--- src/rtl/uart_sched_pkg.sv ---
// Shared types and elaboration helpers for the UART transmit scheduler.
// Also used by its interface and its round-robin arbiter.
package uart_sched_pkg;

   typedef enum logic [2:0] {
      ST_IDLE = 3'd0,
      ST_ARB  = 3'd1,
      ST_LOAD = 3'd2,
      ST_BUSY = 3'd3,
      ST_GAP  = 3'd4
   } sched_state_e;

   // Ceiling log2, clamped to 1 so derived vectors never collapse to zero width.
   function automatic int clog2(input int value);
      int width;
      width = 0;
      while ((32'd1 << width) < value) begin
         width = width + 1;
      end
      return (width < 1) ? 1 : width;
   endfunction

   function automatic int max2(input int a, input int b);
      return (a > b) ? a : b;
   endfunction

endpackage

--- src/rtl/uart_tx_scheduler_if.sv ---
// Producer-side and UART-side signals of the transmit scheduler.
// The scheduler takes the master view and the environment takes the slave view.
interface uart_tx_scheduler_if #(
   parameter int NUM_REQ = 4,
   parameter int DATA_W  = 8
);
   import uart_sched_pkg::*;

   localparam int ID_W = clog2(NUM_REQ);

   logic [NUM_REQ-1:0]        req_valid;
   logic [NUM_REQ*DATA_W-1:0] req_data;
   logic [NUM_REQ-1:0]        req_ready;
   logic [DATA_W-1:0]         uart_din;
   logic                      uart_write_enable;
   logic                      uart_tx_busy;
   logic [ID_W-1:0]           grant_id;
   logic                      grant_active;
   logic                      err_timeout;

   modport master (
      input  req_valid, req_data, uart_tx_busy,
      output req_ready, uart_din, uart_write_enable, grant_id, grant_active, err_timeout
   );

   modport slave (
      output req_valid, req_data, uart_tx_busy,
      input  req_ready, uart_din, uart_write_enable, grant_id, grant_active, err_timeout
   );

endinterface

--- src/rtl/uart_tx_scheduler_rr_arbiter.sv ---
// Combinational round-robin pick: first set request at or above rr_ptr, wrapping.
// The design keeps it free of state so the receive side can reuse it.
module rr_arbiter
   import uart_sched_pkg::*;
#(
   parameter int NUM_REQ = 4,
   parameter int ID_W    = clog2(NUM_REQ)
) (
   input  logic [NUM_REQ-1:0] req,
   input  logic [ID_W-1:0]    rr_ptr,
   output logic [NUM_REQ-1:0] grant,
   output logic [ID_W-1:0]    grant_idx,
   output logic               any_valid
);

   logic found;
   logic hit;
   int   idx;

   // Rotate the search start to rr_ptr and keep the first hit only.
   always_comb begin
      grant     = '0;
      grant_idx = '0;
      any_valid = |req;
      found     = 1'b0;
      hit       = 1'b0;
      idx       = 0;
      for (int off = 0; off < NUM_REQ; off++) begin
         idx            = int'(rr_ptr) + off;
         idx            = (idx >= NUM_REQ) ? (idx - NUM_REQ) : idx;
         hit            = !found && req[idx];
         grant[idx]     = hit;
         grant_idx      = hit ? ID_W'(idx) : grant_idx;
         found          = found | hit;
      end
   end

endmodule

--- src/rtl/uart_tx_scheduler.sv ---
// Round-robin scheduler sharing one UART transmitter among NUM_REQ byte producers:
// one byte per grant, write_enable held until tx_busy, then an inter-frame gap.
module uart_tx_scheduler
   import uart_sched_pkg::*;
#(
   parameter int NUM_REQ     = 4,
   parameter int DATA_W      = 8,
   parameter int GAP_CYCLES  = 16,
   parameter int ACK_TIMEOUT = 1024
) (
   input  logic               clk,
   input  logic               rst_n,
   uart_tx_scheduler_if.master bus
);

   localparam int ID_W  = clog2(NUM_REQ);
   localparam int CNT_W = clog2(max2(ACK_TIMEOUT, GAP_CYCLES) + 1);

   localparam logic [CNT_W-1:0] CNT_MAX  = {CNT_W{1'b1}};
   localparam logic [CNT_W-1:0] ACK_LAST = CNT_W'(ACK_TIMEOUT - 1);
   localparam logic [CNT_W-1:0] GAP_LAST = (GAP_CYCLES == 0) ? CNT_W'(0) : CNT_W'(GAP_CYCLES - 1);

   sched_state_e       state_q, state_d;
   logic [ID_W-1:0]    rr_ptr_q, rr_ptr_d;
   logic [CNT_W-1:0]   cnt_q, cnt_d;
   logic [DATA_W-1:0]  din_q, din_d;
   logic               we_q, we_d;
   logic [ID_W-1:0]    grant_id_q, grant_id_d;
   logic               grant_active_q, grant_active_d;
   logic               err_q, err_d;
   logic [NUM_REQ-1:0] req_ready_s;

   logic [NUM_REQ-1:0] arb_grant;
   logic [ID_W-1:0]    arb_idx;
   logic               arb_any;
   logic [DATA_W-1:0]  sel_byte;

   function automatic logic [CNT_W-1:0] sat_inc(input logic [CNT_W-1:0] value);
      return (value == CNT_MAX) ? value : value + CNT_W'(1);
   endfunction

   rr_arbiter #(
      .NUM_REQ (NUM_REQ),
      .ID_W    (ID_W)
   ) u_arb (
      .req       (bus.req_valid),
      .rr_ptr    (rr_ptr_q),
      .grant     (arb_grant),
      .grant_idx (arb_idx),
      .any_valid (arb_any)
   );

   assign sel_byte = bus.req_data[int'(arb_idx)*DATA_W +: DATA_W];

   // Next-state and output logic; req_ready is combinational so the pulse lands in the ARB cycle itself.
   always_comb begin
      state_d        = state_q;
      rr_ptr_d       = rr_ptr_q;
      cnt_d          = cnt_q;
      din_d          = din_q;
      we_d           = we_q;
      grant_id_d     = grant_id_q;
      grant_active_d = grant_active_q;
      err_d          = 1'b0;
      req_ready_s    = '0;
      case (state_q)
         ST_IDLE: begin
            // A frame left running by a reset must finish before any new grant.
            if (!bus.uart_tx_busy && arb_any) begin
               state_d = ST_ARB;
            end else begin
               state_d = ST_IDLE;
            end
         end
         ST_ARB: begin
            if (arb_any) begin
               req_ready_s    = arb_grant;
               din_d          = sel_byte;
               grant_id_d     = arb_idx;
               grant_active_d = 1'b1;
               rr_ptr_d       = (arb_idx == ID_W'(NUM_REQ - 1)) ? ID_W'(0) : arb_idx + ID_W'(1);
               cnt_d          = '0;
               we_d           = 1'b1;
               state_d        = ST_LOAD;
            end else begin
               state_d        = ST_IDLE;
            end
         end
         ST_LOAD: begin
            // Busy is tested first so an acknowledge on the last timeout cycle still counts.
            if (bus.uart_tx_busy) begin
               we_d    = 1'b0;
               cnt_d   = '0;
               state_d = ST_BUSY;
            end else if (cnt_q >= ACK_LAST) begin
               we_d    = 1'b0;
               err_d   = 1'b1;
               cnt_d   = '0;
               state_d = ST_GAP;
            end else begin
               cnt_d   = sat_inc(cnt_q);
            end
         end
         ST_BUSY: begin
            if (!bus.uart_tx_busy) begin
               cnt_d   = '0;
               state_d = ST_GAP;
            end else begin
               state_d = ST_BUSY;
            end
         end
         ST_GAP: begin
            if (cnt_q >= GAP_LAST) begin
               grant_active_d = 1'b0;
               cnt_d          = '0;
               state_d        = ST_IDLE;
            end else begin
               cnt_d          = sat_inc(cnt_q);
            end
         end
         default: begin
            state_d        = ST_IDLE;
            we_d           = 1'b0;
            grant_active_d = 1'b0;
            cnt_d          = '0;
         end
      endcase
   end

   // State, counter and registered outputs; reset drops any in-flight byte.
   always_ff @(posedge clk or negedge rst_n) begin
      if (!rst_n) begin
         state_q        <= ST_IDLE;
         rr_ptr_q       <= '0;
         cnt_q          <= '0;
         din_q          <= '0;
         we_q           <= 1'b0;
         grant_id_q     <= '0;
         grant_active_q <= 1'b0;
         err_q          <= 1'b0;
      end else begin
         state_q        <= state_d;
         rr_ptr_q       <= rr_ptr_d;
         cnt_q          <= cnt_d;
         din_q          <= din_d;
         we_q           <= we_d;
         grant_id_q     <= grant_id_d;
         grant_active_q <= grant_active_d;
         err_q          <= err_d;
      end
   end

   assign bus.req_ready         = req_ready_s;
   assign bus.uart_din          = din_q;
   assign bus.uart_write_enable = we_q;
   assign bus.grant_id          = grant_id_q;
   assign bus.grant_active      = grant_active_q;
   assign bus.err_timeout       = err_q;

endmodule

--- src/flat_wrapper.sv ---
// flat-port wrapper written by rule: the top's interface ports become plain ports
module uart_tx_scheduler_flat import uart_sched_pkg::*;
#(
   parameter int NUM_REQ     = 4,
   parameter int DATA_W      = 8,
   parameter int GAP_CYCLES  = 16,
   parameter int ACK_TIMEOUT = 1024
)
  (clk, rst_n, bus_req_valid, bus_req_data, bus_uart_tx_busy, bus_req_ready, bus_uart_din, bus_uart_write_enable, bus_grant_id, bus_grant_active, bus_err_timeout);
  uart_tx_scheduler_if #(.NUM_REQ(NUM_REQ), .DATA_W(DATA_W)) bus_i ();
  input  logic clk;
  input  logic rst_n;
  input wire logic [$bits(bus_i.req_valid)-1:0] bus_req_valid;
  input wire logic [$bits(bus_i.req_data)-1:0] bus_req_data;
  input wire logic [$bits(bus_i.uart_tx_busy)-1:0] bus_uart_tx_busy;
  output wire logic [$bits(bus_i.req_ready)-1:0] bus_req_ready;
  output wire logic [$bits(bus_i.uart_din)-1:0] bus_uart_din;
  output wire logic [$bits(bus_i.uart_write_enable)-1:0] bus_uart_write_enable;
  output wire logic [$bits(bus_i.grant_id)-1:0] bus_grant_id;
  output wire logic [$bits(bus_i.grant_active)-1:0] bus_grant_active;
  output wire logic [$bits(bus_i.err_timeout)-1:0] bus_err_timeout;
  assign bus_i.req_valid = bus_req_valid;
  assign bus_i.req_data = bus_req_data;
  assign bus_i.uart_tx_busy = bus_uart_tx_busy;
  assign bus_req_ready = bus_i.req_ready;
  assign bus_uart_din = bus_i.uart_din;
  assign bus_uart_write_enable = bus_i.uart_write_enable;
  assign bus_grant_id = bus_i.grant_id;
  assign bus_grant_active = bus_i.grant_active;
  assign bus_err_timeout = bus_i.err_timeout;
  uart_tx_scheduler #(.NUM_REQ(NUM_REQ), .DATA_W(DATA_W), .GAP_CYCLES(GAP_CYCLES), .ACK_TIMEOUT(ACK_TIMEOUT)) u_core (.clk(clk), .rst_n(rst_n), .bus(bus_i));
endmodule
--- config.mk ---
export PLATFORM = sky130hd
export DESIGN_NAME = uart_tx_scheduler_flat
export DESIGN_NICKNAME = d
export VERILOG_FILES = /design/src/rtl/uart_sched_pkg.sv /design/src/rtl/uart_tx_scheduler_if.sv /design/src/rtl/uart_tx_scheduler_rr_arbiter.sv /design/src/rtl/uart_tx_scheduler.sv /design/src/flat_wrapper.sv
export SDC_FILE = /design/constraint.sdc
export NUM_CORES = 1
export LEC_CHECK = 0
export CAP_MARGIN = 20
export CORE_MARGIN = 2
export CORE_UTILIZATION = 40
export CTS_BUF_LIST = sky130_fd_sc_hd__clkbuf_8
export DETAILED_ROUTE_END_ITERATION = 10
export GPL_TIMING_DRIVEN = 1
export MAX_ROUTING_LAYER = met4
export PLACE_DENSITY_LB_ADDON = 0.15
export RECOVER_POWER = 25
export SLEW_MARGIN = 20
export SYNTH_ARGS = -nofsm -noshare
export SYNTH_HDL_FRONTEND = slang
export SYNTH_SLANG_ARGS = --single-unit
export TNS_END_PERCENT = 1
--- constraint.sdc ---
create_clock -name clk -period 6.4 [get_ports clk]
set_input_delay 0.96 -clock clk [delete_from_list [all_inputs] [get_ports clk]]
set_output_delay 0.96 -clock clk [all_outputs]
set_load 0.05 [all_outputs]
==> out/qor.yml <==
drt:
  wirelength_microns: 6690
  drtIter0Drc: 249
  drc: 0
  wire_per_inst_microns: 15.9
  drtAntennaViolNets: 0
  drtPass1Iterations: 5
  dr_wl_met2_microns: 2890
  vias_per_cell: 6.01
  vias: 2525
  wl_met1_microns: 3340
  highest_layer: "met4"
  met3_length_microns: 407
timing:
  slew_violations: 30
  rsz0062_at_grt: "no"
  period_share_pct: 80.5
  fin_crit_ps: 5150
  fmax_mhz: 194
  holdWs_ps: 478
  skew_ps: 8.30
  relSlewSlack_pct: -7.90
  fin_tns_setup_ps: 0
  final_hold_viol_count: 0
  worst_pin_slew_ps: 1620
  setup_viol: 0
clocking:
  clock_path_buffers: 2
  cts_hold_buffers: 0
  cts_resized: 0
  cts_buffers: 5
  cts.clk_slew.worst_paths_ps: 70
  root_buffer: "clkbuf_8"
  clock-sinks: 29
  cts_tree: "done"
  cts_setup_buffers: 0
  clk-insertion-delay-late_ps: 280
  cts_max_level: 2
yosys:
  synth-async-reset-ratio_pct: 100
  syn_nets: 343
  synthesis.area_sq_um: 2500
  yosysWarnings: 0
  synthDistinctLibCells: 57
  seq_area_frac_synth_pct: 29.0
  netlist_instances: 298
  synth_edf_count: 0
  ys_ff_latch: 29
  avgSynthCellArea_sq_um: 8.41
  ys.flop_type: "dfrtp_1"
floorplan:
  core_area_sq_um: 5990
  die_area_sq_um: 6910
  start_util_pct: 41.8
  row_count: 28
  die_x_microns: 83.1
  die_h_microns: 83.1
  io-pin-count: 56
outcome:
  status: "complete, but fails checks"
  violations: "capacitance limit, slew limit"
place:
  place_hpwl_microns: 4780
  gp_congestion: 0.845
  port_buffers: 55
  place_inst: 412
run:
  cap_violations: 1
critical_path:
  reg2reg_from: "u_core.rr_ptr_q[0]"
  worstPathArrival_ps: 4190
  setup.worst_path.start_class: "register"
  timing.setup.critical_path_class: "reg -> out"
  setup.worst_path.end_class: "output pin"
  cp-startpoint: "u_core.rr_ptr_q[0]"
  path_max_fanout: 25
  cp_data_required_time_ps: 5440
pwr:
  power_density_nw_per_um2: 458
  ir_drop_mv: 0.268
  p_leak_nw: 1.26
final_layout:
  drive_gt1_share_pct: 7.25
  fin_cells: 420
  fin_util_pct: 51.8
  area_growth_pct: 23.9
  diodes: 0
  fillers: 579
  nNetsFinal: 389
grt:
  grt_pass1_vias: 2361
  grt_max_degree: 30
  antenna_found_initial: 0
  grt_overflow_total: 0
  grt_pass1_wl_microns: 11600
  grt_usage_pct: 20.5
hold_path:
  hold_path_class: "reg -> reg"
  min_from: "u_core.bus.grant_id[1]"
## where the power goes
part           internal (W)  switching, W
clock             0.0000723     0.0000675
combinational      0.000378      0.000585
sequential         0.000239     0.0000786
## registers in the layout, summed over array words and instances (netlist names)
register and cells:
u_core.bus.err_timeout 1, u_core.bus.grant_active 1, u_core.bus.grant_id 2, u_core.bus.uart_din 8, u_core.bus.uart_write_enable 1, u_core.cnt_q 11, u_core.rr_ptr_q 2, u_core.state_q 3
## cell type report
| class | instances | area (sq um) | area share (%) |
|---|---|---|---|
| flip-flops and latches | 29 | 726 | 23.4 |
| repair buffers | 57 | 562 | 18.1 |
| clock buffers | 5 | 68.8 | 2.22 |
| well taps | 75 | 93.8 | 3.02 |
| clock inverters | 3 | 11.3 | 0.363 |
| inverters | 14 | 52.6 | 1.69 |
| multi-input cells | 237 | 1590 | 51.2 |
## final timing paths
check | to | cells after the start | slack [ps]
max | bus_req_ready[3] | 8 | 1250
min reg2reg | u_core.bus.grant_id[1] | 2 | 480
max reg2reg | u_core.bus.uart_din[0] | 8 | 3060
min | u_core.bus.grant_id[1] | 2 | 480
max in group asynchronous | u_core.state_q[0] | 2 | 3830
min in group asynchronous | u_core.bus.grant_id[1] | 2 | 1620
## per-layer routing
| layer | up-vias | track usage (%) |
|---|---|---|
| met3 | 7 | 4.17 |
| met1 | 1196 | 30.5 |
| li1 | 1233 | - |
| met5 | - | - |
| met4 | 0 | 3.13 |
| met2 | 89 | 29.2 |
## cells in the final DEF, fill, tap and decap left out, types with 4 or more instances in the layout
master	instances
nor3_1	4
inv_1	14
clkdlybuf4s50_1	54
o21ai_1	4
a21oi_1	15
o22ai_1	7
nand2_1	37
and2_1	8
o21ai_0	4
a221oi_1	13
nand3_1	17
clkbuf_8	5
nor2_1	24
nand2b_1	4
a22o_1	6
ha_1	6
a31oi_1	10
o221ai_1	7
o31ai_1	5
dfrtp_1	29
and3_1	7
mux2i_1	9
a221o_1	6
## worst max-delay path: stages (launching register included)
cell and delay (ps):
dfrtp_1 850, inv_2 280, ha_1 550, mux4_2 610, inv_2 140, o21ai_1 150, a221o_1 380, a21oi_1 140
clkdlybuf4s50_1 810
## per-stage QoR
stage	setup WS [ps]	power (W)	area (sq um)
final	1250	0.00142	3100
after CTS	1250	0.00142	3110
after global routing	973	0.00154	3100
after global placement	1350	0.00127	3030
after floorplan	2180	0.00108	2500
after detailed placement	1300	0.00128	3030
## synth_stat cells (2+ instances only)
cell,number,share of area [%]
a311oi_1,2,0.70
o22ai_1,7,1.7
nor4b_1,2,0.70
mux2_2,2,0.90
o31ai_1,5,1.5
dfrtp_1,29,29
inv_1,11,1.6
mux2_4,3,1.8
and2_1,8,2.0
nand2b_1,4,1.0
nand4_1,3,0.75
a21oi_1,15,3.0
buf_2,7,1.4
o21ai_0,4,0.80
a21o_1,3,0.90
o21ai_1,4,0.80
ha_1,6,3.0
o221ai_1,7,2.4
nor3_1,4,0.80
and3_1,7,1.7
a22o_1,6,2.1
a31oi_1,10,2.5
clkbuf_1,2,0.30
nor4_1,2,0.50
nand2_1,37,5.5
a221o_1,6,2.4
inv_2,3,0.45
buf_4,2,0.60
buf_6,7,3.1
nor2_1,24,3.6
mux2i_1,9,3.6
nand2_2,2,0.50
nand3_1,17,3.4
a211oi_1,3,0.90
a221oi_1,13,4.5
## cells by family (layout without fill, tap and decap cells)
family	Yosys count	after routing	synth area share, %
mux	15	15	7.19
simple gates	121	121	24.3
compound gates	95	95	29.0
fa+ha+maj	6	6	3.00
flops	29	29	29.0
buf+inv	32	79	7.54
No activity file was read; power rests on OpenSTA's default activity.
